--- config.mk ---
export PLATFORM = sky130hd
export DESIGN_NAME = rst_sequencer
export DESIGN_NICKNAME = d
export VERILOG_FILES = /design/src/rtl/rst_sequencer.sv
export SDC_FILE = /design/constraint.sdc
export NUM_CORES = 1
export LEC_CHECK = 0
export CORE_ASPECT_RATIO = 0.75
export CORE_UTILIZATION = 30
export DETAILED_ROUTE_END_ITERATION = 10
export PLACE_DENSITY = 0.62
export SLEW_MARGIN = 40
export SYNTH_ARGS = -nofsm -noshare
export SYNTH_HDL_FRONTEND = slang
export SYNTH_SLANG_ARGS = --single-unit
--- constraint.sdc ---
create_clock -name clk -period 2.6 [get_ports clk]
set_input_delay 0.39 -clock clk [delete_from_list [all_inputs] [get_ports clk]]
set_output_delay 0.39 -clock clk [all_outputs]
set_load 0.02 [all_outputs]
--- src/rtl/rst_sequencer.sv ---
// -----------------------------------------------------------------------------
// rst_sequencer
//
// Staged reset-release controller. Sits between the reset controller's
// active-low system reset output and the SoC reset domains. It holds every
// domain in reset for at least HOLD_CYCLES cycles after the request deasserts.
// It then releases the domains one at a time, domain 0 first, with a
// programmable gap between releases. A new reset request (or a software
// RESTART) re-asserts all domains together.
//
// A small bus-slave register file provides gap configuration, software
// re-sequencing and status. The register file is on the always-on reset
// rst_ib, so GAP survives software and fault resets.
//
// Register map (byte addresses):
//   0 CTRL 2B W  : bit0 = RESTART (write 1 to re-run the sequence)
//   2 GAP  2B RW : bits[CNT_WIDTH-1:0] = extra cycles between stage releases
//   4 STAT 4B R  : bits[STAGES-1:0] = rst_ob, bit8 = busy,
//                  bits[17:16] = state (HOLD=0, RELEASE=1, RUN=2)
//
// Ports:
//   clk        system clock
//   rst_ib     asynchronous active-low reset of this block
//   rst_req_b  synchronous active-low reset request
//   rst_ob     active-low per-domain resets, bit 0 released first
//   busy       high while the sequencer is not in RUN
//   addr       register byte address
//   w_rb       1 = write, 0 = read
//   acc        access size
//   rdata      registered read data
//   wdata      write data
//   req        bus request
//   resp       bus response, one cycle after an accepted request
//   fault      combinational, high for a request that is not a legal access
// -----------------------------------------------------------------------------

`ifndef BUS_WIDTH
`define BUS_WIDTH 32
`endif
`ifndef BUS_ACC_WIDTH
`define BUS_ACC_WIDTH 2
`endif
`ifndef BUS_ACC_1B
`define BUS_ACC_1B 2'd0
`endif
`ifndef BUS_ACC_2B
`define BUS_ACC_2B 2'd1
`endif
`ifndef BUS_ACC_4B
`define BUS_ACC_4B 2'd2
`endif

module rst_sequencer #(
  parameter int STAGES      = 4,
  parameter int CNT_WIDTH   = 8,
  parameter int HOLD_CYCLES = 16,
  parameter int DEFAULT_GAP = 4
) (
  input  logic                      clk,
  input  logic                      rst_ib,
  input  logic                      rst_req_b,
  output logic [STAGES-1:0]         rst_ob,
  output logic                      busy,
  input  logic [2:0]                addr,
  input  logic                      w_rb,
  input  logic [`BUS_ACC_WIDTH-1:0] acc,
  output logic [`BUS_WIDTH-1:0]     rdata,
  input  logic [`BUS_WIDTH-1:0]     wdata,
  input  logic                      req,
  output logic                      resp,
  output logic                      fault
);

  localparam int BW    = `BUS_WIDTH;
  localparam int IDX_W = (STAGES > 1) ? $clog2(STAGES) : 1;

  localparam logic [CNT_WIDTH-1:0] HOLD_LAST = CNT_WIDTH'(HOLD_CYCLES - 1);
  localparam logic [CNT_WIDTH-1:0] GAP_RST   = CNT_WIDTH'(DEFAULT_GAP);
  localparam logic [IDX_W-1:0]     LAST_IDX  = IDX_W'(STAGES - 1);

  typedef enum logic [1:0] {
    ST_HOLD    = 2'd0,
    ST_RELEASE = 2'd1,
    ST_RUN     = 2'd2
  } state_t;

  // ---------------------------------------------------------------------------
  // State
  // ---------------------------------------------------------------------------
  state_t                 state_reg;
  logic [CNT_WIDTH-1:0]   cnt_reg;
  logic [IDX_W-1:0]       idx_reg;
  logic [STAGES-1:0]      rst_ob_reg;
  logic                   busy_reg;
  logic [CNT_WIDTH-1:0]   gap_reg;
  logic                   resp_reg;
  logic [BW-1:0]          rdata_reg;
  logic [BW-1:0]          rdata_next;

  // ---------------------------------------------------------------------------
  // Bus decode
  // ---------------------------------------------------------------------------
  logic sel_ctrl;
  logic sel_gap;
  logic sel_stat;
  logic invalid;
  logic valid_acc;
  logic wr_gap;
  logic restart;
  logic abort;

  assign sel_ctrl = (addr == 3'd0);
  assign sel_gap  = (addr == 3'd2);
  assign sel_stat = (addr == 3'd4);

  // Anything not explicitly legal is a fault: unknown address, wrong size,
  // reading the write-only CTRL, or writing the read-only STAT.
  always_comb begin
    invalid = 1'b1;
    if (sel_ctrl) begin
      invalid = (acc != `BUS_ACC_2B) || !w_rb;
    end else if (sel_gap) begin
      invalid = (acc != `BUS_ACC_2B);
    end else if (sel_stat) begin
      invalid = (acc != `BUS_ACC_4B) || w_rb;
    end
  end

  assign valid_acc = req & ~invalid;
  assign fault     = req & invalid;
  assign wr_gap    = valid_acc & w_rb & sel_gap;
  assign restart   = valid_acc & w_rb & sel_ctrl & wdata[0];

  // The external request and a software RESTART both force the whole
  // sequence back to HOLD; the external request wins trivially since both
  // lead to the same place, and register writes are applied independently.
  assign abort = ~rst_req_b | restart;

  // Only the low CNT_WIDTH bits of write data are ever stored.
  logic unused_wdata;
  assign unused_wdata = &{1'b0, wdata[BW-1:CNT_WIDTH]};

  // ---------------------------------------------------------------------------
  // Status word and read mux
  // ---------------------------------------------------------------------------
  logic [BW-1:0] stat_word;

  always_comb begin
    stat_word                = '0;
    stat_word[STAGES-1:0]    = rst_ob_reg;
    stat_word[8]             = busy_reg;
    stat_word[17:16]         = state_reg;
  end

  always_comb begin
    rdata_next = rdata_reg;
    if (valid_acc && !w_rb) begin
      rdata_next = sel_gap ? BW'(gap_reg) : stat_word;
    end
  end

  // ---------------------------------------------------------------------------
  // Next release pattern: shift one more deasserted bit in from the bottom.
  // Because the pattern only ever grows upward, domains can never be released
  // out of order.
  // ---------------------------------------------------------------------------
  logic [STAGES-1:0] release_next;

  assign release_next[0] = 1'b1;
  generate
    for (genvar gi = 1; gi < STAGES; gi++) begin : g_release
      assign release_next[gi] = rst_ob_reg[gi-1];
    end
  endgenerate

  // ---------------------------------------------------------------------------
  // Bus-side registers
  // ---------------------------------------------------------------------------
  always_ff @(posedge clk or negedge rst_ib) begin
    if (!rst_ib) begin
      gap_reg   <= GAP_RST;
      resp_reg  <= 1'b0;
      rdata_reg <= '0;
    end else begin
      resp_reg  <= valid_acc;
      rdata_reg <= rdata_next;
      if (wr_gap) begin
        gap_reg <= wdata[CNT_WIDTH-1:0];
      end
    end
  end

  // ---------------------------------------------------------------------------
  // Sequencing FSM
  // ---------------------------------------------------------------------------
  always_ff @(posedge clk or negedge rst_ib) begin
    if (!rst_ib) begin
      state_reg  <= ST_HOLD;
      cnt_reg    <= '0;
      idx_reg    <= '0;
      rst_ob_reg <= '0;
      busy_reg   <= 1'b1;
    end else if (abort) begin
      // All domains assert together; there is never a partial assert.
      state_reg  <= ST_HOLD;
      cnt_reg    <= '0;
      idx_reg    <= '0;
      rst_ob_reg <= '0;
      busy_reg   <= 1'b1;
    end else begin
      case (state_reg)
        ST_HOLD: begin
          rst_ob_reg <= '0;
          busy_reg   <= 1'b1;
          if (cnt_reg == HOLD_LAST) begin
            cnt_reg    <= '0;
            idx_reg    <= '0;
            rst_ob_reg <= release_next;
            if (STAGES == 1) begin
              state_reg <= ST_RUN;
              busy_reg  <= 1'b0;
            end else begin
              state_reg <= ST_RELEASE;
            end
          end else begin
            cnt_reg <= cnt_reg + 1'b1;
          end
        end

        ST_RELEASE: begin
          // GAP is compared live, and with >= so that shrinking GAP below
          // the running count advances on the very next edge.
          if (cnt_reg >= gap_reg) begin
            cnt_reg    <= '0;
            idx_reg    <= idx_reg + 1'b1;
            rst_ob_reg <= release_next;
            if ((idx_reg + 1'b1) == LAST_IDX) begin
              state_reg <= ST_RUN;
              busy_reg  <= 1'b0;
            end
          end else begin
            cnt_reg <= cnt_reg + 1'b1;
          end
        end

        ST_RUN: begin
          rst_ob_reg <= '1;
          busy_reg   <= 1'b0;
        end

        default: begin
          state_reg  <= ST_HOLD;
          cnt_reg    <= '0;
          idx_reg    <= '0;
          rst_ob_reg <= '0;
          busy_reg   <= 1'b1;
        end
      endcase
    end
  end

  assign rst_ob = rst_ob_reg;
  assign busy   = busy_reg;
  assign resp   = resp_reg;
  assign rdata  = rdata_reg;

endmodule

-- After elaboration in Yosys (flattened, before gate mapping)
Index checks and enable logic that the tools add are counted.
- add/sub/neg operators: 2
- order comparisons: 1
- eq/ne operators: 12
- multiplexer cells: 25
- bitwise gates (word level): 9
- reductions and logical operators: 9
- operators with widths (operator ; number):
    2-to-1 mux 8 bit ; 3
    case mux 8 bit (3 select lines) ; 1
    2-to-1 mux 18 bit ; 1
    2-to-1 mux 2 bit ; 7
    2-to-1 mux 4 bit ; 3
    case mux 2 bit (3 select lines) ; 2
    case mux 4 bit (3 select lines) ; 1
    inequality test 3 bit (second input constant) ; 3
    adder 8 x 1 -> 8 bit (second input constant) ; 1
    == test 8 x 4 -> 1 bit (second input constant) ; 1
    >= comparator 8 bit ; 1
    AND 1 bit ; 6
    2-to-1 mux 1 bit ; 6
    == test 2 bit (second input constant) ; 2
    inequality test 2 bit (second input constant) ; 2
    AND reduction 4 bit ; 1
    == test 3 x 2 -> 1 bit (second input constant) ; 1
    == test 3 bit (second input constant) ; 1
    zero test 3 bit ; 1
    AND reduction 3 bit ; 1
    adder 2 x 1 -> 2 bit (second input constant) ; 1
    == test 2 x 1 -> 1 bit (second input constant) ; 1
    zero test 2 bit ; 1
    logical OR 1 bit ; 2
    other kinds (7) ; 8
- register bits: 58
- bits of input ports: 42
- output and inout bits: 39

-- Longest topological paths before layout
Gate-level depths: netlist of run 1.
- word-level depth: 13
- mapped depth: 8
- gate-level depth less buffers: 7

-- Least setup slack after synthesis of run 1
No wires, ideal clock.
- kind: register to register
- from: register cnt_reg[0]
- to: register rst_ob_reg[1] (netlist: rst_ob[1])
- arrival time: 1.987 ns
- data required time: 2.522 ns
- path slack: 0.535 ns
- cell stages (with the launch flop): 9
- period minus slack after synthesis: 2.065 ns
- path through: dfrtp_1 -> inv_1 -> ha_1 -> nand2b_1 -> a2111o_1 -> a31oi_2 -> buf_2 -> and2_1 -> o2bb2ai_1
- longest elaborated chain between the ends: 4
- ends and longest elaborated chain (element ; line ; text):
    from (decl) ; 91 ; logic [CNT_WIDTH-1:0] cnt_reg;
    from (signal assigned) ; 226 ; cnt_reg <= cnt_reg + 1'b1;
    from (signal assigned) ; 242 ; cnt_reg <= cnt_reg + 1'b1;
    branches (longest 4 deep; another with >= comparator 8 bit) ; - ;
    to (signal assigned) ; 218 ; rst_ob_reg <= release_next;
    to (signal assigned) ; 236 ; rst_ob_reg <= release_next;
    to (decl) ; 93 ; logic [STAGES-1:0] rst_ob_reg;
Parallel ways; which one is timed is not known.
A chain may end at the register's enable or synchronous reset.

-- Final worst setup path of run 1
- from: input acc[0]
- to: output fault
- longest elaborated chain between the ends: 6
- ends and longest elaborated chain (element ; line ; text):
    from (decl) ; 66 ; input logic [`BUS_ACC_WIDTH-1:0] acc,
    inequality test 2 bit (no line) ; - ;
    logical OR 1 bit ; 125 ; invalid = (acc != `BUS_ACC_4B) || w_rb;
    2-to-1 mux 1 bit ; 124 ; end else if (sel_stat) begin
    2-to-1 mux 1 bit ; 122 ; end else if (sel_gap) begin
    2-to-1 mux 1 bit * ; 120 ; if (sel_ctrl) begin
    AND 1 bit * ; 130 ; assign fault = req & invalid;
    to (decl) ; 71 ; output logic fault
Every way passes the cells marked *; elsewhere a longest branch is shown, timed or not.

==> flow_summary.toml, run 1 <==
[floorplan]
die_x_um = 102
dieArea_um2 = 7840
io_pins = 81
die_h_um = 76.9
start_util = 0.320
core_area_um2 = 7030
num_rows = 26

[timing]
tns_ns = 0
relSlewSlack = 0.536
min_period_ns = 2.47
tightest_slew_ns = 0.689
fmax_mhz = 405
drv_slew = 0
hold_violations = 0
post-route-period-util = 0.950
rsz0062_at_grt = "no"
setup_viol_count_final = 0
finalClockSkew_ns = 0.00676

[synthesis]
synth_top_family_by_area = "simple AND/OR/NAND/NOR gates"
synth_ff_type = "dfrtp_1"
ys_ff_latch = 37
muxShareOfSynthArea = 0.0813
yosys.area_share.simple = 0.167
syn_area_um2 = 2250
async_reset_ff_frac = 1.00
synth-compound-area-share = 0.139
synth_cell_types = 48
synth_warnings = 0
yosysSeqAreaShare = 0.413
synth_adder_area_share = 0.0836
syn_area_per_cell_um2 = 9.94
synth_cells = 226
synth_edf_count = 0
synthXorXnorAreaFrac = 0.00390

[setup_path]
path_cells = "clkdlybuf4s50_1 > and3b_1 > mux2i_2 > o21a_1 > clkdlybuf4s50_1"
cp_slowest_stage_delay_ns = 0.59
reg2reg_from = "cnt_reg[0]$_DFFE_PN0P_"
worstPathArrival_ns = 2.08
cp-start-kind = "input pin"
crit_required_ns = 2.21
crit_path_end_kind = "output port"
critPathMaxFanout = 3
critical_path.top_delay_family = "buffers and inverters"
critPathLaunch = "acc[0]"
worstSetupPathType = "in -> out"
critPathSlowestCell = "clkdlybuf4s50_1"
critPathBufInv = 2
crit_top_cell = "clkdlybuf4s50_1"

[route]
drt_iter0_drc = 85
met2_length_um = 2040
drt-met1-wl_um = 2570
ant_nets = 0
drc_errors = 0
viasPerCell = 4.62
route.detailed.wl_per_inst_um = 13.4
top_layer = "met4"
firstDrtPassIters = 4
vias = 1691
met3_length_um = 266
wl_um = 4890

[global_route]
grt_pass1_wl_um = 8230
first_global_vias = 1698
overflow = 0
antenna_found_initial = 0
grt_max_degree = 38
grt_util_all_layers = 0.134

[power]
p_sw_w = 0.000407
power_density_nw_per_um2 = 527
p_clk_frac = 0.358
share_comb_of_total_power = 0.201
p_leak_nw = 1.20
ir_drop_mv = 0.249
sw_frac_of_total = 0.275
p_int_w = 0.00107
p_seq_frac = 0.441

[finish]
syn2layout_area_growth_pct = 24.8
layout-drive-gt1-share = 0.138
seqCellArea_um2 = 928
nFillCells = 708
antenna_cells = 0
layout.cells.non_filler = 366
layout.nets = 324
mostFrequentLayoutCells = "dfrtp_1 (35), clkdlybuf4s50_1 (34), conb_1 (21), inv_1 (16)"
layout_commonest_cell = "dfrtp_1"
largest_reg_flops = 11
multiInputGateArea_um2 = 1160

[placed_design]
hpwlAfterDp_um = 3670
numPortBuffers = 35
gp_routability_congestion = 0.773
dp_cells = 358

[clocking]
cts.root.buffer_cell = "clkbuf_8"
cts_buffers = 5
cts_buffer_depth = 2
h-tree-depth = 2
hold_buffers = 0
cts_tree = "built"
clock_sinks = 37
insertion_delay_ns = 0.29
clkTransAtPathRegs_ns = 0.08

[job]
maxCapViolCount = 0

[hold_path]
hold_path_class = "in -> async"

[status]
status = "finished clean"
-- power by group through the flow --
stage          clock (W)  sequential (W)  combinational [W]
2_1_floorplan          0        0.000708           0.000126
3_3_place_gp           0        0.000662           0.000290
3_5_place_dp           0        0.000663           0.000297
4_1_cts         0.000544        0.000652           0.000299
5_1_grt         0.000571        0.000658           0.000325
6_report        0.000529        0.000652           0.000296
-- area by class of cell --
cell class / instances / share of cell area
flip-flops and latches: 37 / 0.331
well taps: 98 / 0.0437
repair buffers: 42 / 0.147
clock buffers: 6 / 0.0295
inverters: 16 / 0.0214
multi-input cells: 165 / 0.414
clock inverters: 2 / 0.0134
-- path summary, 6_finish.rpt --
check	slack, ns	depth (start not counted)	to
max in group asynchronous	2.18	1	gap_reg[2]$_DFFE_PN1P_
setup reg to reg	0.35	7	cnt_reg[0]$_DFFE_PN0P_
hold / removal	0.06	1	resp$_DFF_PN0_
min in group clk	0.52	1	rdata[17]$_DFFE_PN0P_
hold reg to reg	0.52	1	rdata[17]$_DFFE_PN0P_
setup / recovery	0.13	5	fault
-- metrics by stage --
step	instance area (µm²)	setup WS, ns	hold slack [ns]	util	total power (W)
2_1_floorplan	2320	0.535	0.0944	-	0.000834
3_3_place_gp	2680	0.141	0.491	0.381	0.000952
3_5_place_dp	2680	0.116	0.390	0.381	0.000960
4_1_cts	2800	0.107	0.0776	0.399	0.00149
5_1_grt	2800	0.00888	0.0959	0.399	0.00155
6_report	2800	0.129	0.0595	0.399	0.00148
-- metal layers --
metal	track usage	vias to the layer above
met2	0.202	51
met4	0.0186	0
met3	0.0401	2
met5	0	-
met1	0.194	798
li1	-	840
-- synthesized netlist by cell type, types with 5 or more instances --
| cell | instances | area share |
|---|---|---|
| a21oi_1 | 10 | 0.022 |
| inv_1 | 16 | 0.027 |
| ha_1 | 15 | 0.084 |
| nand3_1 | 10 | 0.022 |
| mux2_2 | 10 | 0.050 |
| nor2_1 | 8 | 0.013 |
| mux2i_1 | 7 | 0.031 |
| nor3b_1 | 5 | 0.017 |
| nand2_1 | 15 | 0.025 |
| buf_4 | 21 | 0.070 |
| dfrtp_1 | 35 | 0.39 |
| o21ai_0 | 13 | 0.029 |
-- cells by family after synthesis --
kind of cell,count (synthesis)
AO/OA/AOI/OAI,46
XOR/XNOR,1
adder cells (fa/ha/maj),15
buffers and inverters,44
flip-flops,37
multiplexers,17
other,1
AND/OR/NAND/NOR,65
-- timing repair --
item | CTS | global route
endpoints found under the setup margin | 0 | 1
setup buffers | 0 | 0
gates resized for setup | 0 | 1
-- worst register-to-register path, stage by stage, from the launching register on --
cell and delay (ns):
dfrtp_1 0.42, inv_1 0.07, ha_1 0.28, nand2b_1 0.15, a2111o_1 0.43, a31oi_2 0.21, o21ai_0 0.29, o31ai_1 0.31
Power figures use the tool's default switching activity.
==> run 2: changes to the inputs <==
Settings changed: ABC_AREA set to 1, CORE_MARGIN set to 5.
==> flow_summary.toml, run 2 <==
[setup_path]
critPathMaxFanout = 2
worstSetupPathType = "in -> out"
crit_path_end_kind = "output port"
crit_required_ns = 2.21
cp-start-kind = "input pin"
worstPathArrival_ns = 2.00

[clocking]
h-tree-depth = 2
cts.root.buffer_cell = "clkbuf_8"
cts_tree = "built"
clock_sinks = 37
post_cts_buffers = 0
insertion_delay_ns = 0.29
clkTransAtPathRegs_ns = 0.07
cts_buffer_depth = 2
cts_resized = 0
hold_buffers = 0
cts_buffers = 5

[route]
viasPerCell = 4.14
wl_um = 4790
drc_errors = 0
vias = 1806
firstDrtPassIters = 4
drt_iter0_drc = 89
route.detailed.wl_per_inst_um = 11.0
ant_nets = 0

[synthesis]
synth_edf_count = 0
synth_top_area_frac = 0.380
ys_ff_latch = 37
synth_cells = 293
synth_cell_types = 25
yosysMostFrequentCell = "nand2_1"
synth.area.top_cells = "dfrtp_1 (38%), nand2_1 (12%), ha_1 (8.1%)"
async_reset_ff_frac = 1.00
syn_area_um2 = 2300
ys_top_cells_by_count = "nand2_1 (76), inv_1 (46), dfrtp_1 (35), buf_4 (21)"
synth_warnings = 0
yosysSeqAreaShare = 0.403
synth_ff_type = "dfrtp_1"
syn_area_per_cell_um2 = 7.86
synth_largest_area_cell = "dfrtp_1"

[floorplan]
core_area_um2 = 7400
num_rows = 27
dieArea_um2 = 9550
start_util = 0.311
die_x_um = 111
io_pins = 81
die_h_um = 85.9

[finish]
multiInputGateArea_um2 = 1100
layout-drive-gt1-share = 0.0896
layout.nets = 391
layout_commonest_cell = "nand2_1"
antenna_cells = 0
seqCellArea_um2 = 928
mostFrequentLayoutCells = "nand2_1 (76), inv_1 (46), dfrtp_1 (35), clkdlybuf4s50_1 (35), conb_1 (21)"
syn2layout_area_growth_pct = 22.4
nFillCells = 757
largest_reg_flops = 11
postLayoutCoreUtil = 0.381
finalInstanceArea_um2 = 2820

[power]
power_w = 0.00213
ir_drop_mv = 0.319
p_leak_nw = 1.39
power_density_nw_per_um2 = 757

[timing]
tns_ns = 0
setup_viol_count_final = 0
hold_ws_ns = 0.490
post-route-period-util = 0.920
drv_slew = 0
finalClockSkew_ns = 0.00752
fmax_mhz = 418
hold_violations = 0
rsz0062_at_grt = "no"
min_period_ns = 2.39

[global_route]
antenna_found_initial = 0
overflow = 0
grt_max_degree = 38
grt_util_all_layers = 0.104
grt_pass1_wl_um = 8070
first_global_vias = 1741

[placed_design]
numPortBuffers = 35
gp_routability_congestion = 0.734
hpwlAfterDp_um = 3680
place_area_um2 = 2700

[hold_path]
hold_path_class = "reg -> reg"

[job]
maxCapViolCount = 0

[status]
status = "finished clean"
-- run 2: metal layers --
layer | global-route usage | vias to the layer above | part of all wire
li1 | - | 968 | -
met1 | 0.134 | 793 | 0.50
met2 | 0.166 | 37 | 0.44
met3 | 0.0324 | 8 | 0.052
met4 | 0.0331 | 0 | 0.012
met5 | 0 | - | 0
-- run 2: logic make-up after synthesis --
family | share of synthesized area
and+or+nand+nor | 0.222
AOI/OAI and AO/OA | 0.120
buffers and inverters | 0.153
adders and majority gates | 0.0815
DFF | 0.403
xor gates and xnor gates | 0.0190
other | 0.00163
-- run 2: final cells by class --
class	instances	share of cell area
clock buffer	6	0.0293
timing repair buffer	38	0.132
inverter	46	0.0613
clock inverter	2	0.0133
sequential	37	0.329
multi-input combinational	206	0.390
tap	101	0.0448
-- run 2: critical path, cell delays in order --
cell             delay [ns]
clkdlybuf4s50_1        0.41
inv_1                  0.08
nand2_1                0.08
nor2_1                 0.13
nand2_1                0.08
o211ai_2               0.11
nand2_1                0.08
inv_1                  0.05
clkdlybuf4s50_1        0.59
-- run 2: final timing paths --
| kind | start | to | slack (ns) | cells past startpoint |
|---|---|---|---|---|
| worst max-delay path | addr[0] | fault | 0.21 | 9 |
| worst min-delay path | rdata[17]$_DFFE_PN0P_ | rdata[17]$_DFFE_PN0P_ | 0.49 | 2 |
| worst max register to register | gap_reg[2]$_DFFE_PN1P_ | cnt_reg[0]$_DFFE_PN0P_ | 0.66 | 11 |
| worst min register to register | rdata[17]$_DFFE_PN0P_ | rdata[17]$_DFFE_PN0P_ | 0.49 | 2 |
| max in group asynchronous | rst_ib | gap_reg[2]$_DFFE_PN1P_ | 1.73 | 2 |
| min in group asynchronous | rst_ib | cnt_reg[1]$_DFFE_PN0P_ | 0.51 | 2 |
-- run 2: where the power goes --
group / internal (W) / switching (W)
logic: 0.000318 / 0.000491
registers: 0.000693 / 0.000101
clock network: 0.000312 / 0.000219
-- run 2: per-stage QoR --
step | instances | worst slack, ns
after floorplan | 313 | 0.946
after global placement | 428 | 0.204
after detailed placement | 428 | 0.193
after CTS | 436 | 0.192
after global routing | 436 | 0.0560
final | 436 | 0.209
==> run 3: changes to the inputs <==
Settings changed: PLACE_DENSITY 0.62 to 0.57.
==> flow_summary.toml, run 3 (synthesis results as in run 2) <==
[power]
p_seq_frac = 0.389
p_leak_nw = 1.38
p_clk_frac = 0.212
ir_drop_mv = 0.233
sw_frac_of_total = 0.398
power_density_nw_per_um2 = 731
p_int_w = 0.00123
share_comb_of_total_power = 0.399
p_sw_w = 0.000811

[route]
drc_errors = 0
viasPerCell = 4.18
drt_iter0_drc = 82
firstDrtPassIters = 4
ant_nets = 0
wl_um = 4730
route.detailed.wl_per_inst_um = 10.9
vias = 1817

[timing]
finalClockSkew_ns = 0.0144
relSlewSlack = 0.668
setup_ws_ns = 0.194
tightest_slew_ns = 0.496
post-route-period-util = 0.925
hold_violations = 0
rsz0062_at_grt = "no"
fmax_mhz = 416
drv_slew = 0
tns_ns = 0
min_period_ns = 2.41
setup_viol_count_final = 0

[finish]
antenna_cells = 0
layout-drive-gt1-share = 0.0868
seqCellArea_um2 = 928
layout_commonest_cell = "nand2_1"
largest_reg_flops = 11
finalInstanceArea_um2 = 2790
layout.nets = 390
multiInputGateArea_um2 = 1100
syn2layout_area_growth_pct = 21.0
mostFrequentLayoutCells = "nand2_1 (76), inv_1 (46), dfrtp_1 (35), clkdlybuf4s50_1 (35), conb_1 (21)"
nFillCells = 744

[clocking]
post_cts_buffers = 0
cts_buffer_depth = 2
clkTransAtPathRegs_ns = 0.07
hold_buffers = 0
cts_resized = 0
clock_sinks = 37
cts_tree = "built"
h-tree-depth = 2
cts_buffers = 5
cts.root.buffer_cell = "clkbuf_8"
insertion_delay_ns = 0.30

[global_route]
grt_max_degree = 38
met2_usage = 0.152
met1_usage = 0.135
grt_util_all_layers = 0.101
grt-busiest-layer = "met2"
grt_pass1_wl_um = 7780
overflow = 0
first_global_vias = 1636
antenna_found_initial = 0
grt_use_met3 = 0.0444

[status]
status = "finished clean"

[setup_path]
path_cells = "clkdlybuf4s50_1 > inv_1 > nand2_1 > nor2_1 > nand2_1 > o211ai_2 > nand2_1 > inv_1 > clkdlybuf4s50_1"
critPathMaxFanout = 2
cp_slowest_stage_delay_ns = 0.59
crit_top_cell = "nand2_1"
crit_path_end_kind = "output port"
critPathBufInv = 4
critPathSlowestCell = "clkdlybuf4s50_1"
critical_path.top_delay_family = "buffers and inverters"
worstPathArrival_ns = 2.02
worstSetupPathType = "in -> out"
cp-start-kind = "input pin"
crit_required_ns = 2.21

[hold_path]
hold_path_class = "reg -> reg"

[floorplan]
dieArea_um2 = 9550
die_x_um = 111
num_rows = 27
die_h_um = 85.9
start_util = 0.311
core_area_um2 = 7400
io_pins = 81

[placed_design]
hpwlAfterDp_um = 3760
place_area_um2 = 2690
numPortBuffers = 35
pre_cts_ws_ns = 0.168
gp_routability_congestion = 0.791

[job]
maxCapViolCount = 0
[run 3: cell types whose count changed in the layout (fill, tap and decap cells not counted), sizes merged]
| cell | before | now |
|---|---|---|
| clkinv | 0 | 2 |
| clkinvlp | 1 | 0 |
| bufinv | 1 | 0 |
| buf | 3 | 2 |
[run 3: worst min-delay path, cell delays in order, from the launching register on]
cell	delay, ns
dfrtp_1	0.34
nand2_1	0.06
o21ai_2	0.05
[run 3: path summary, 6_finish.rpt]
path | startpoint | slack [ns] | depth (start not counted) | end
worst max-delay path | addr[0] | 0.19 | 9 | fault
worst max register to register | gap_reg[2]$_DFFE_PN1P_ | 0.66 | 11 | cnt_reg[7]$_DFFE_PN0P_
max in group asynchronous | rst_ib | 1.74 | 2 | gap_reg[2]$_DFFE_PN1P_
worst min-delay path | gap_reg[3]$_DFFE_PN0P_ | 0.48 | 2 | gap_reg[3]$_DFFE_PN0P_
min in group asynchronous | rst_ib | 0.52 | 2 | rdata[5]$_DFFE_PN0P_
worst min register to register | gap_reg[3]$_DFFE_PN0P_ | 0.48 | 2 | gap_reg[3]$_DFFE_PN0P_
[run 3: cell type report]
cell class	count	share of cell area
Clock inverter	2	0.00494
Multi-Input combinational cell	206	0.394
Timing Repair Buffer	37	0.131
Tap cell	101	0.0453
Sequential cell	37	0.333
Clock buffer	6	0.0296
Inverter	46	0.0619
[run 3: power by group through the flow]
stage	clock network [W]	registers (W)	logic, W
2_1_floorplan	0	0.000853	0.000489
3_3_place_gp	0	0.000800	0.000803
3_5_place_dp	0	0.000805	0.000816
4_1_cts	0.000444	0.000794	0.000820
5_1_grt	0.000471	0.000810	0.000925
6_report	0.000432	0.000792	0.000814
[run 3: layer usage]
metal,vias up,wire (µm)
met2,33,2120
li1,970,-
met1,812,2320
met5,-,0
met4,0,15
met3,2,268
[run 3: through the flow]
step	power, W	utilization	hold WS [ns]	std cells
floorplan	0.00134	-	0.0944	313
global placement	0.00160	0.364	0.468	427
detailed placement	0.00162	0.364	0.471	427
CTS	0.00206	0.377	0.486	435
global route	0.00221	0.377	0.521	435
finish	0.00204	0.377	0.481	435
